<file path="config.mk">
export PLATFORM = sky130hd
export DESIGN_NAME = wave_ram_loader_flat
export DESIGN_NICKNAME = d
export VERILOG_FILES = /design/src/rtl/wave_ram_loader_if.sv /design/src/rtl/wave_ram_loader.sv /design/src/flat_wrapper.sv
export SDC_FILE = /design/constraint.sdc
export NUM_CORES = 1
export LEC_CHECK = 0
export BUFFER_PORTS_ARGS = -buffer_cell sky130_fd_sc_hd__buf_2
export CAP_MARGIN = 20
export CORE_MARGIN = 2
export CORE_UTILIZATION = 30
export DETAILED_ROUTE_END_ITERATION = 12
export HOLD_SLACK_MARGIN = 0.03
export PLACE_DENSITY_LB_ADDON = 0.12
export SLEW_MARGIN = 10
export SYNTH_ARGS = -nofsm -noshare
export SYNTH_HDL_FRONTEND = slang
export SYNTH_SLANG_ARGS = --single-unit
</file>
<file path="constraint.sdc">
create_clock -name clk -period 3.3 [get_ports clk]
set_clock_uncertainty 0.15 [all_clocks]
set_input_delay 0.66 -clock clk [delete_from_list [all_inputs] [get_ports clk]]
set_output_delay 0.66 -clock clk [all_outputs]
set_load 0.05 [all_outputs]
</file>
<file path="src/rtl/wave_ram_loader_if.sv">
// Sample-stream and waveform-RAM bus for wave_ram_loader.
//   s_data/s_valid/s_ready : incoming sample stream (valid/ready handshake)
//   ram_wr_en/addr/data    : RAM write port
//   ram_rd_addr/ram_rd_data: RAM read port, data valid one cycle after address
// master: the loader side. slave: the stream source / RAM side.
interface wave_ram_loader_if #(
  parameter int unsigned ADDR_WIDTH = 11,
  parameter int unsigned DATA_WIDTH = 8
);
  logic [DATA_WIDTH-1:0] s_data;
  logic                  s_valid;
  logic                  s_ready;
  logic                  ram_wr_en;
  logic [ADDR_WIDTH-1:0] ram_wr_addr;
  logic [DATA_WIDTH-1:0] ram_wr_data;
  logic [ADDR_WIDTH-1:0] ram_rd_addr;
  logic [DATA_WIDTH-1:0] ram_rd_data;

  modport master (
    input  s_data, s_valid, ram_rd_data,
    output s_ready, ram_wr_en, ram_wr_addr, ram_wr_data, ram_rd_addr
  );

  modport slave (
    output s_data, s_valid, ram_rd_data,
    input  s_ready, ram_wr_en, ram_wr_addr, ram_wr_data, ram_rd_addr
  );
endinterface

</file>
<file path="src/rtl/wave_ram_loader.sv">
// Waveform RAM loader: on start, accepts 2**ADDR_WIDTH samples from a valid/ready stream,
// writes them to consecutive RAM addresses while summing them, then reads the whole table
// back, sums the readback and flags a checksum mismatch.
//   clk    : rising-edge clock
//   tb_rst : asynchronous active-high reset
//   start  : one-cycle load request (honoured in IDLE/DONE only)
//   abort  : cancel, return to IDLE (wins over start)
//   bus    : stream + RAM bus (wave_ram_loader_if.master)
//   busy   : high in WRITE and VERIFY
//   done   : load and verify complete (held until start/abort/reset)
//   error  : readback checksum differed from write checksum
module wave_ram_loader #(
  parameter int unsigned ADDR_WIDTH = 11,
  parameter int unsigned DATA_WIDTH = 8
) (
  input  logic                 clk,
  input  logic                 tb_rst,
  input  logic                 start,
  input  logic                 abort,
  wave_ram_loader_if.master    bus,
  output logic                 busy,
  output logic                 done,
  output logic                 error
);

  localparam int unsigned SumWidth = DATA_WIDTH + ADDR_WIDTH;

  typedef enum logic [1:0] {StIdle, StWrite, StVerify, StDone} state_e;

  state_e                state_q, state_d;
  // One extra bit so a full table reads as index == 2**ADDR_WIDTH instead of wrapping.
  logic [ADDR_WIDTH:0]   wr_idx_q, wr_idx_d;
  logic [ADDR_WIDTH:0]   rd_idx_q, rd_idx_d;
  // An address was presented last cycle, so ram_rd_data is valid now.
  logic                  rd_pend_q, rd_pend_d;
  logic [SumWidth-1:0]   sum_wr_q, sum_wr_d;
  logic [SumWidth-1:0]   sum_rd_q, sum_rd_d;
  logic                  wr_en_q, wr_en_d;
  logic [ADDR_WIDTH-1:0] wr_addr_q, wr_addr_d;
  logic [DATA_WIDTH-1:0] wr_data_q, wr_data_d;
  logic                  done_q, done_d;
  logic                  error_q, error_d;
  logic                  handshake;

  assign bus.s_ready     = (state_q == StWrite) && !wr_idx_q[ADDR_WIDTH];
  assign handshake       = bus.s_valid && bus.s_ready;
  assign bus.ram_wr_en   = wr_en_q;
  assign bus.ram_wr_addr = wr_addr_q;
  assign bus.ram_wr_data = wr_data_q;
  assign bus.ram_rd_addr = (state_q == StVerify) ? rd_idx_q[ADDR_WIDTH-1:0] : '0;
  assign busy            = (state_q == StWrite) || (state_q == StVerify);
  assign done            = done_q;
  assign error           = error_q;

  always_comb begin
    state_d   = state_q;
    wr_idx_d  = wr_idx_q;
    rd_idx_d  = rd_idx_q;
    rd_pend_d = 1'b0;
    sum_wr_d  = sum_wr_q;
    sum_rd_d  = sum_rd_q;
    wr_en_d   = 1'b0;
    wr_addr_d = wr_addr_q;
    wr_data_d = wr_data_q;
    done_d    = done_q;
    error_d   = error_q;

    if (abort) begin
      // Any handshake in this cycle is dropped: wr_en_d stays low.
      state_d  = StIdle;
      rd_idx_d = '0;
      done_d   = 1'b0;
      error_d  = 1'b0;
    end else begin
      unique case (state_q)
        StIdle, StDone: begin
          if (start) begin
            state_d  = StWrite;
            wr_idx_d = '0;
            rd_idx_d = '0;
            sum_wr_d = '0;
            sum_rd_d = '0;
            done_d   = 1'b0;
            error_d  = 1'b0;
          end
        end
        StWrite: begin
          if (handshake) begin
            wr_en_d   = 1'b1;
            wr_addr_d = wr_idx_q[ADDR_WIDTH-1:0];
            wr_data_d = bus.s_data;
            wr_idx_d  = wr_idx_q + 1'b1;
            sum_wr_d  = sum_wr_q + SumWidth'(bus.s_data);
          end else if (wr_idx_q[ADDR_WIDTH]) begin
            // Reached one cycle after the final write strobe, so reads never overlap writes.
            state_d  = StVerify;
            rd_idx_d = '0;
          end
        end
        StVerify: begin
          if (!rd_idx_q[ADDR_WIDTH]) begin
            rd_idx_d  = rd_idx_q + 1'b1;
            rd_pend_d = 1'b1;
          end
          if (rd_pend_q) begin
            sum_rd_d = sum_rd_q + SumWidth'(bus.ram_rd_data);
            // All addresses issued and this is the last pending sample.
            if (rd_idx_q[ADDR_WIDTH]) begin
              state_d = StDone;
              done_d  = 1'b1;
              error_d = (sum_wr_q != sum_rd_d);
            end
          end
        end
        default: state_d = StIdle;
      endcase
    end
  end

  always_ff @(posedge clk or posedge tb_rst) begin
    if (tb_rst) begin
      state_q   <= StIdle;
      wr_idx_q  <= '0;
      rd_idx_q  <= '0;
      rd_pend_q <= 1'b0;
      sum_wr_q  <= '0;
      sum_rd_q  <= '0;
      wr_en_q   <= 1'b0;
      wr_addr_q <= '0;
      wr_data_q <= '0;
      done_q    <= 1'b0;
      error_q   <= 1'b0;
    end else begin
      state_q   <= state_d;
      wr_idx_q  <= wr_idx_d;
      rd_idx_q  <= rd_idx_d;
      rd_pend_q <= rd_pend_d;
      sum_wr_q  <= sum_wr_d;
      sum_rd_q  <= sum_rd_d;
      wr_en_q   <= wr_en_d;
      wr_addr_q <= wr_addr_d;
      wr_data_q <= wr_data_d;
      done_q    <= done_d;
      error_q   <= error_d;
    end
  end

endmodule

</file>
<file path="src/flat_wrapper.sv">
// flat-port wrapper written by rule: the top's interface ports become plain ports
module wave_ram_loader_flat 
#(
  parameter int unsigned ADDR_WIDTH = 11,
  parameter int unsigned DATA_WIDTH = 8
)
  (clk, tb_rst, start, abort, busy, done, error, bus_s_data, bus_s_valid, bus_ram_rd_data, bus_s_ready, bus_ram_wr_en, bus_ram_wr_addr, bus_ram_wr_data, bus_ram_rd_addr);
  wave_ram_loader_if #(.ADDR_WIDTH(ADDR_WIDTH), .DATA_WIDTH(DATA_WIDTH)) bus_i ();
  input  logic clk;
  input  logic tb_rst;
  input  logic start;
  input  logic abort;
  output logic busy;
  output logic done;
  output logic error;
  input wire logic [$bits(bus_i.s_data)-1:0] bus_s_data;
  input wire logic [$bits(bus_i.s_valid)-1:0] bus_s_valid;
  input wire logic [$bits(bus_i.ram_rd_data)-1:0] bus_ram_rd_data;
  output wire logic [$bits(bus_i.s_ready)-1:0] bus_s_ready;
  output wire logic [$bits(bus_i.ram_wr_en)-1:0] bus_ram_wr_en;
  output wire logic [$bits(bus_i.ram_wr_addr)-1:0] bus_ram_wr_addr;
  output wire logic [$bits(bus_i.ram_wr_data)-1:0] bus_ram_wr_data;
  output wire logic [$bits(bus_i.ram_rd_addr)-1:0] bus_ram_rd_addr;
  assign bus_i.s_data = bus_s_data;
  assign bus_i.s_valid = bus_s_valid;
  assign bus_i.ram_rd_data = bus_ram_rd_data;
  assign bus_s_ready = bus_i.s_ready;
  assign bus_ram_wr_en = bus_i.ram_wr_en;
  assign bus_ram_wr_addr = bus_i.ram_wr_addr;
  assign bus_ram_wr_data = bus_i.ram_wr_data;
  assign bus_ram_rd_addr = bus_i.ram_rd_addr;
  wave_ram_loader #(.ADDR_WIDTH(ADDR_WIDTH), .DATA_WIDTH(DATA_WIDTH)) u_core (.clk(clk), .tb_rst(tb_rst), .start(start), .abort(abort), .bus(bus_i), .busy(busy), .done(done), .error(error));
endmodule
</file>
==> results of run 1 <==
metal layers:
layer | vias up | GRT usage | share of wire
met5 | - | 0 | 0
met4 | 0 | 0.0377 | 0.012
met1 | 2097 | 0.216 | 0.50
li1 | 2123 | - | -
met3 | 14 | 0.0304 | 0.039
met2 | 86 | 0.227 | 0.45
flip-flops by register name (all words and copies together) (netlist names):
| signal | cells |
|---|---|
| u_core.bus.ram_wr_en | 1 |
| u_core.sum_rd_q | 19 |
| u_core.bus.ram_wr_addr | 11 |
| u_core.wr_idx_q | 12 |
| u_core.sum_wr_q | 19 |
| u_core.error | 1 |
| u_core.rd_pend_q | 1 |
| u_core.done | 1 |
| u_core.bus.ram_wr_data | 8 |
| u_core.rd_idx_q | 12 |
| u_core.state_q | 2 |
cell type report:
type                            instances  area share
Clock buffer                           10      0.0377
Clock inverter                          6      0.0221
Multi-Input combinational cell        434       0.480
Inverter                               16     0.00967
Tap cell                              229      0.0452
Sequential cell                        87       0.343
Timing Repair Buffer                   69      0.0620
synthesized netlist by cell type, types with 2 or more instances:
master	instances
or3_1	8
buf_6	6
buf_4	2
nand4_4	2
nor3b_1	3
nand3_1	22
nor2_1	56
o22ai_1	3
a21oi_1	27
a22o_1	10
xnor2_1	21
o31ai_1	5
a22oi_1	2
mux2_2	20
and3_1	9
a21o_1	7
ha_1	20
a211oi_2	2
a31oi_1	4
xor2_1	34
mux2i_1	5
clkbuf_1	12
o21ai_1	4
o21ai_0	30
fa_1	2
o41ai_1	3
nor3_1	11
nor4_4	2
nand2b_1	6
nand4_1	13
or2_2	4
nor4_1	2
and4b_1	2
or4_1	2
inv_1	16
buf_2	2
and2_1	16
clkbuf_8	2
nor2b_1	3
o211ai_1	3
dfrtp_1	87
nand2_1	42
layout by cell type, fill, tap and decap left out, types with 6 or more instances in the layout:
cell type   n
a21oi_1    27
nand2_1    42
nand4_1    13
buf_4      13
o21ai_0    30
dfrtp_1    87
a22o_1     10
and3_1      9
ha_1       20
xnor2_1    21
xor2_1     34
buf_2      55
clkbuf_16   9
nor2_1     56
or3_1       8
inv_1      15
nor3_1     11
nand3_1    22
and2_1     16
nand2b_1    6
a21o_1      7
mux2_2     20
critical path, stage by stage:
cell and delay (ns):
buf_2 0.10, ha_1 0.22, fa_1 0.43, a21o_1 0.23
a21oi_1 0.29, xnor3_1 0.27, a211o_1 0.23, nor4_1 0.22
and4b_1 0.23, a31oi_1 0.08
kinds of logic after synthesis:
kind of cell | Yosys count | synth area share
multiplexers | 25 | 0.0505
flip-flops | 87 | 0.400
AO/OA/AOI/OAI | 117 | 0.145
AND/OR/NAND/NOR | 214 | 0.214
XOR/XNOR | 56 | 0.0925
buffers and inverters | 41 | 0.0450
adder cells (fa/ha/maj) | 22 | 0.0533
path summary, 6_finish.rpt:
check,start,to,slack (ns),depth (start not counted)
hold reg to reg,u_core.sum_rd_q[2],u_core.sum_rd_q[2],0.33,2
min in group clk,u_core.sum_rd_q[2],u_core.sum_rd_q[2],0.33,2
hold / removal,tb_rst,u_core.bus.ram_wr_data[1],0.26,3
setup reg to reg,u_core.sum_rd_q[0],u_core.error,0.43,9
max in group asynchronous,tb_rst,u_core.bus.ram_wr_addr[3],2.37,3
setup / recovery,bus_ram_rd_data[0],u_core.error,0.39,10
power by group through the flow:
stage / Sequential [mW] / Combinational [mW] / Clock [mW]
2_1_floorplan: 1.65 / 1.00 / 0
3_3_place_gp: 1.43 / 1.67 / 0
3_5_place_dp: 1.44 / 1.69 / 0
4_1_cts: 1.42 / 1.69 / 1.35
5_1_grt: 1.45 / 1.85 / 1.40
6_report: 1.42 / 1.67 / 1.32
stage by stage:
step / hold WS (ns) / total power [mW]
after global placement: 0.314 / 3.10
after global routing: 0.304 / 4.70
final: 0.265 / 4.41
after floorplan: 0.293 / 2.65
after CTS: 0.287 / 4.46
after detailed placement: 0.321 / 3.12
==> results by group, run 1 <==
STA
  – Fmax: around 340 MHz
  – Headroom to the max-slew limit: 0.473
  – Fin crit share: 0.882
  – Max-slew violations: 0
  – Fin Setup TNS: 0 ns
  – Slew @ Worst Pin: around 0.79 ns
  – Minimum clock period: between 2 and 3 ns
  – Setup ws final: approximately 0.39 ns
  – Fin. Hold Viols: 0
  – Final setup violation count: 0
  – RSZ-0062 raised after global routing: false

Worst setup path
  – Critical path launch point type: primary input
  – Critical path class: primary input to flop
  – WP data required: ~3.4 ns
  – Critical path endpoint category: flop
  – CP max FO: 3
  – Worst path arrival time: approximately 3.0 ns

Layout
  – Area grow syn2layout: 16.3%
  – Multi-input gate area: ~3000 sq um
  – Filler Cell Count: 1870
  – # nets final: between 600 and 700
  – Layout Utilization: 0.354
  – Register Area: about 2200 sq um
  – N_diodes: 0
  – Post-Layout Cell Count: around 850
  – Layout cells sized above 1: 0.206
  – Final instance area: approximately 6300 sq um

Pwr
  – Gate power share: 0.378
  – Switch share: 0.391
  – P_leak: slightly below 3 nW
  – P_sw: 1.72 mW
  – Reg power frac: 0.322
  – Peak supply drop: 0.472 mV
  – Clock power share: 0.299
  – Pwr/cell area: 695 nW/um^2
  – P_int: 2.68 mW

Logic synthesis
  – Leading area contributor after synthesis: dfrtp_1
  – Register area share after synthesis: 0.400
  – FF+latch count, synth: 87
  – Syn Std Cell Area: around 5400 sq um
  – Top post-synthesis cells by area: dfrtp_1 40%, xor2_1 5.5%, ha_1 4.6%
  – Async SR Flop Fraction: 1.00
  – Post-Synthesis Cells: about 560
  – Primary FF master, synth: dfrtp_1
  – Ys Warns: 0
  – Synthesized area per cell: ~9.7 sq um
  – Distinct cells, synth: between 70 and 80
  – Syn nets: just over 600
  – Post-synth top area share: 0.400
  – EDFF count, synth: 0

Drt
  – DRC: 0
  – Final WL: 13700 microns
  – Via count: roughly 4300
  – ANT nets after route: 0
  – Initial DRC Count: between 200 and 250
  – Routed len/inst: between 15 and 20 microns
  – DR pass1 iterations: 5
  – Routed vias/inst: about 5.1

Floorplan
  – Chip height: between 100 and 150 microns
  – Row count: about 50
  – Top-Level Pins: 56
  – Die Area: ~19000 sq um
  – Die Wd: ~140 microns
  – Initial core utilization: 0.304
  – Placeable core region: approximately 18000 sq um

Global routing
  – GR Util All Layers: 0.149
  – Initial antenna violation count: 0
  – GR Overflow Total: 0
  – Global-route wire length before repair: around 23000 microns
  – Largest net degree at the start of global routing: 88
  – Vias in the first global route: 4244

CTS
  – CTS sink cnt: 87
  – Num CTS Buffers: 9
  – Post-CTS setup repair buffer count: 0
  – H-tree depth: 3
  – Post-CTS Resized: 0
  – Clock Tree Buf Depth: 2
  – CTS root buf: clkbuf_16
  – Hold_buf cts: 0
  – Worst skew pair latency: 0.35 ns
  – CTS tree: yes
  – Clk slew on worst S/H paths: 0.07 ns

Placement
  – Pre-CTS WS: approximately 0.012 ns
  – Inst Count DP: between 800 and 900
  – RD Place Congestion: between 0.8 and 0.9
  – Final HPWL DP: ~10000 microns
  – Port Buffers: 55
  – DP Area: 5960 sq um

Run
  – Max_cap viols: 0

Worst hold path
  – Hold Path Class: primary input to async pin

Run status
  – Outcome: finished clean
Power figures use the tool's default switching activity.
==> run 2, diff against run 1 <==
--- a/config.mk
+++ b/config.mk
@@ -7,8 +7,11 @@
 export LEC_CHECK = 0
 export BUFFER_PORTS_ARGS = -buffer_cell sky130_fd_sc_hd__buf_2
 export CAP_MARGIN = 20
+export CELL_PAD_IN_SITES_DETAIL_PLACEMENT = 0
+export CELL_PAD_IN_SITES_GLOBAL_PLACEMENT = 1
 export CORE_MARGIN = 2
 export CORE_UTILIZATION = 30
+export CTS_CLUSTER_SIZE = 14
 export DETAILED_ROUTE_END_ITERATION = 12
 export HOLD_SLACK_MARGIN = 0.03
 export PLACE_DENSITY_LB_ADDON = 0.12
==> constraint.sdc (replaced) <==
create_clock -name clk -period 2.67 [get_ports clk]
set_clock_uncertainty 0.15 [all_clocks]
set_input_delay 0.534 -clock clk [delete_from_list [all_inputs] [get_ports clk]]
set_output_delay 0.534 -clock clk [all_outputs]
set_load 0.05 [all_outputs]
==> run 2 against run 1 <==
The flow now finishes with violations (negative setup slack). Clock-buffer cell count is 1 lower. Register-to-register slack lost 0.45 ns. First-iteration DRC count is 12% higher. Utilization grew 2.3 points. Non-clock buffer count increased by 49. Power grew 21%. Routed wire length is 9.1% higher. Critical path depth fell by 1. Sequential power grew 23%. Global-route usage increased by 1.3 points. Critical endpoint unchanged. Largest cell class unchanged.
==> results by group, run 2 (synthesis results as in run 1) <==
STA
  – Headroom to the max-slew limit: 0.485 (was 0.473)
  – RSZ-0062 raised after global routing: true (was false)
  – Fin. Hold Viols: 0 (unchanged)
  – Minimum clock period: about 2.7 ns
  – Final setup violation count: 1 (was 0)
  – Fmax: approximately 370 MHz
  – Slew @ Worst Pin: 0.767 ns (was 0.787 ns)
  – Fin crit share: 1.01
  – Max-slew violations: 0 (unchanged)
  – Setup ws final: -0.0190 ns (was 0.389 ns)
  – Worst hold slack: 0.133 ns (was 0.265 ns)

Worst setup path
  – Cell Chain, Critical Path: ha_4, fa_2, a211oi_1, nor3_1, or2_2, mux2i_1, nand4_1, and4b_1, a31oi_1 (was buf_2, ha_1, fa_1, a21o_1, a21oi_1, xnor3_1, a211o_1, nor4_1, and4b_1, a31oi_1)
  – Critical path launch point type: flop (was primary input)
  – WP data required: 2.75 ns (was 3.37 ns)
  – R2r endpoint: u_core.error (unchanged)
  – Worst R2R Path Depth: 9 (unchanged)
  – Critical path endpoint category: flop (unchanged)
  – Crit path buf inv count: 0 (was 1)
  – Critical path class: flop to flop (was primary input to flop)
  – R2R setup slack: -0.02 ns (was 0.43 ns)
  – CP max FO: 3 (unchanged)
  – Top Family by Delay on Critical Path: simple AND/OR/NAND/NOR gates (was compound AO/OA/AOI/OAI gates)
  – Slowest cell delay on critical path: 0.41 ns (was 0.43 ns)
  – Worst r2r src: u_core.sum_rd_q[0] (unchanged)
  – Worst path arrival time: 2.77 ns (was 2.98 ns)
  – Slowest cell on crit path: dfrtp_1 (was fa_1)

Worst hold path
  – Hold Path Class: primary input to async pin (unchanged)

Drt
  – Initial DRC Count: 233 (was 208)
  – ANT nets after route: 0 (unchanged)
  – Metal-1 WL: 7060 microns (was 6910 microns)
  – DRC: 0 (unchanged)
  – DR WL met3: 618 microns (was 533 microns)
  – Routed len/inst: 16.6 microns (was 16.1 microns)
  – DR pass1 iterations: 5 (unchanged)
  – Routed vias/inst: 5.03 (was 5.08)
  – Final WL: 15000 microns (was 13700 microns)
  – Top sig layer: met4 (unchanged)
  – Met2 WL: 7040 microns (was 6110 microns)
  – Via count: 4525 (was 4320)

Layout
  – Most frequent cells in the layout: 87 x dfrtp_1, 61 x buf_4, 56 x nor2_1, 55 x buf_2, 42 x nand2_1 (was 87 x dfrtp_1, 56 x nor2_1, 55 x buf_2, 42 x nand2_1, 34 x xor2_1)
  – N_diodes: 0 (unchanged)
  – Area grow syn2layout: 23.7% (was 16.3%)
  – Commonest non-fill, non-tap cell in the layout: dfrtp_1 (unchanged)
  – Biggest regs: u_core.sum_rd_q: 19 flops, u_core.sum_wr_q: 19 flops (unchanged)
  – Layout cells sized above 1: 0.291 (was 0.206)
  – Post-Layout Cell Count: 900 (was 851)
  – Final instance area: 6740 sq um (was 6340 sq um)
  – # nets final: 709 (was 660)

Floorplan
  – Placeable core region: 17900 sq um (unchanged)
  – Initial core utilization: 0.304 (unchanged)
  – Die Wd: 139 microns (unchanged)
  – Row count: 49 (unchanged)
  – Chip height: 139 microns (unchanged)
  – Top-Level Pins: 56 (unchanged)
  – Die Area: 19300 sq um (unchanged)

Global routing
  – GR Util All Layers: 0.162 (was 0.149)
  – Vias in the first global route: 4689 (was 4244)
  – Global-route wire length before repair: 24800 microns (was 23200 microns)
  – GR Overflow Total: 0 (unchanged)
  – Initial antenna violation count: 0 (unchanged)
  – Largest net degree at the start of global routing: 36 (was 88)

Pwr
  – Pwr/cell area: 792 nW/um^2 (was 695 nW/um^2)
  – Post-layout power: 5.34 mW (was 4.41 mW)
  – Peak supply drop: 0.529 mV (was 0.472 mV)
  – P_leak: 3.10 nW (was 2.89 nW)

Run status
  – Outcome: finished, violations left (was finished clean)
  – Failing checks: negative setup slack

Placement
  – DP Area: 6360 sq um (was 5960 sq um)
  – RD Place Congestion: 0.845 (was 0.831)
  – Final HPWL DP: 11100 microns (was 10100 microns)
  – Pre-CTS WS: -0.323 ns (was 0.0119 ns)
  – Port Buffers: 55 (unchanged)
  – Inst Count DP: 882 (was 835)

CTS
  – Worst skew pair latency: 0.36 ns (was 0.35 ns)
  – Hold_buf cts: 0 (unchanged)
  – Num CTS Buffers: 9 (unchanged)
  – H-tree depth: 3 (unchanged)
  – CTS root buf: clkbuf_16 (unchanged)
  – Clock Tree Buf Depth: 2 (unchanged)
  – CTS sink cnt: 87 (unchanged)
  – CTS tree: yes (unchanged)
  – Clk slew on worst S/H paths: 0.07 ns (about the same)

Run
  – Max_cap viols: 0 (unchanged)
-- run 2: cell types whose count changed in the layout (fill, tap and decap cells not counted), moves of 2 or more --
| cell | change |
|---|---|
| buf_4 | +48 |
| bufinv_16 | -4 |
| ha_1 | -4 |
| a21oi_1 | -3 |
| a21oi_2 | +3 |
| ha_2 | +3 |
| clkinv_8 | +2 |
| clkinvlp_4 | +2 |
| fa_1 | -2 |
| fa_2 | +2 |
| nor3b_1 | -2 |
| nor3b_2 | +2 |
-- run 2: repair_timing --
action,4_1_cts,5_1_grt
endpoints found under the setup margin,4,20
resized for setup,2,14
buffers inserted,1,1
pin swaps,6,8
gates cloned,0,0
-- run 2: power breakdown --
group | switching, mW | leakage, nW | internal (mW)
clock | 0.632 | 0.144 | 0.661
combinational | 1.40 | 1.77 | 0.900
sequential | 0.214 | 1.18 | 1.53
-- run 2: area by class of cell --
cell class / count / area, sq um
Multi-Input combinational cell: 434 / 3140
Inverter: 16 / 63.8
Tap cell: 229 / 287
Clock buffer: 9 / 225
Sequential cell: 87 / 2180
Fill cell: 1883 / 11200
Timing Repair Buffer: 118 / 773
Clock inverter: 7 / 77.6
-- run 2: through the flow --
step / setup TNS, ns / util
CTS: 0 / 0.373
finish: -0.0190 / 0.377
global route: -0.148 / 0.377
floorplan: 0 / -
detailed placement: -2.69 / 0.355
global placement: -2.56 / 0.355
-- run 2: worst max-delay path by stage --
stage | from | end | slack, ns | cells past startpoint
global route | u_core.sum_rd_q[0] | u_core.error | -0.14 | 9
global placement | bus_ram_rd_data[0] | u_core.error | -0.33 | 10
CTS | u_core.sum_rd_q[0] | u_core.error | 0.001 | 8
finish | u_core.sum_rd_q[0] | u_core.error | -0.02 | 9
detailed placement | bus_ram_rd_data[0] | u_core.error | -0.32 | 10
floorplan | bus_ram_rd_data[0] | u_core.error | 0.01 | 9
-- run 2: per-layer routing --
| metal | global-route usage | vias to the layer above |
|---|---|---|
| li1 | - | 2227 |
| met1 | 0.218 | 2211 |
| met2 | 0.263 | 73 |
| met3 | 0.0294 | 14 |
| met4 | 0.0537 | 0 |
| met5 | 0 | - |
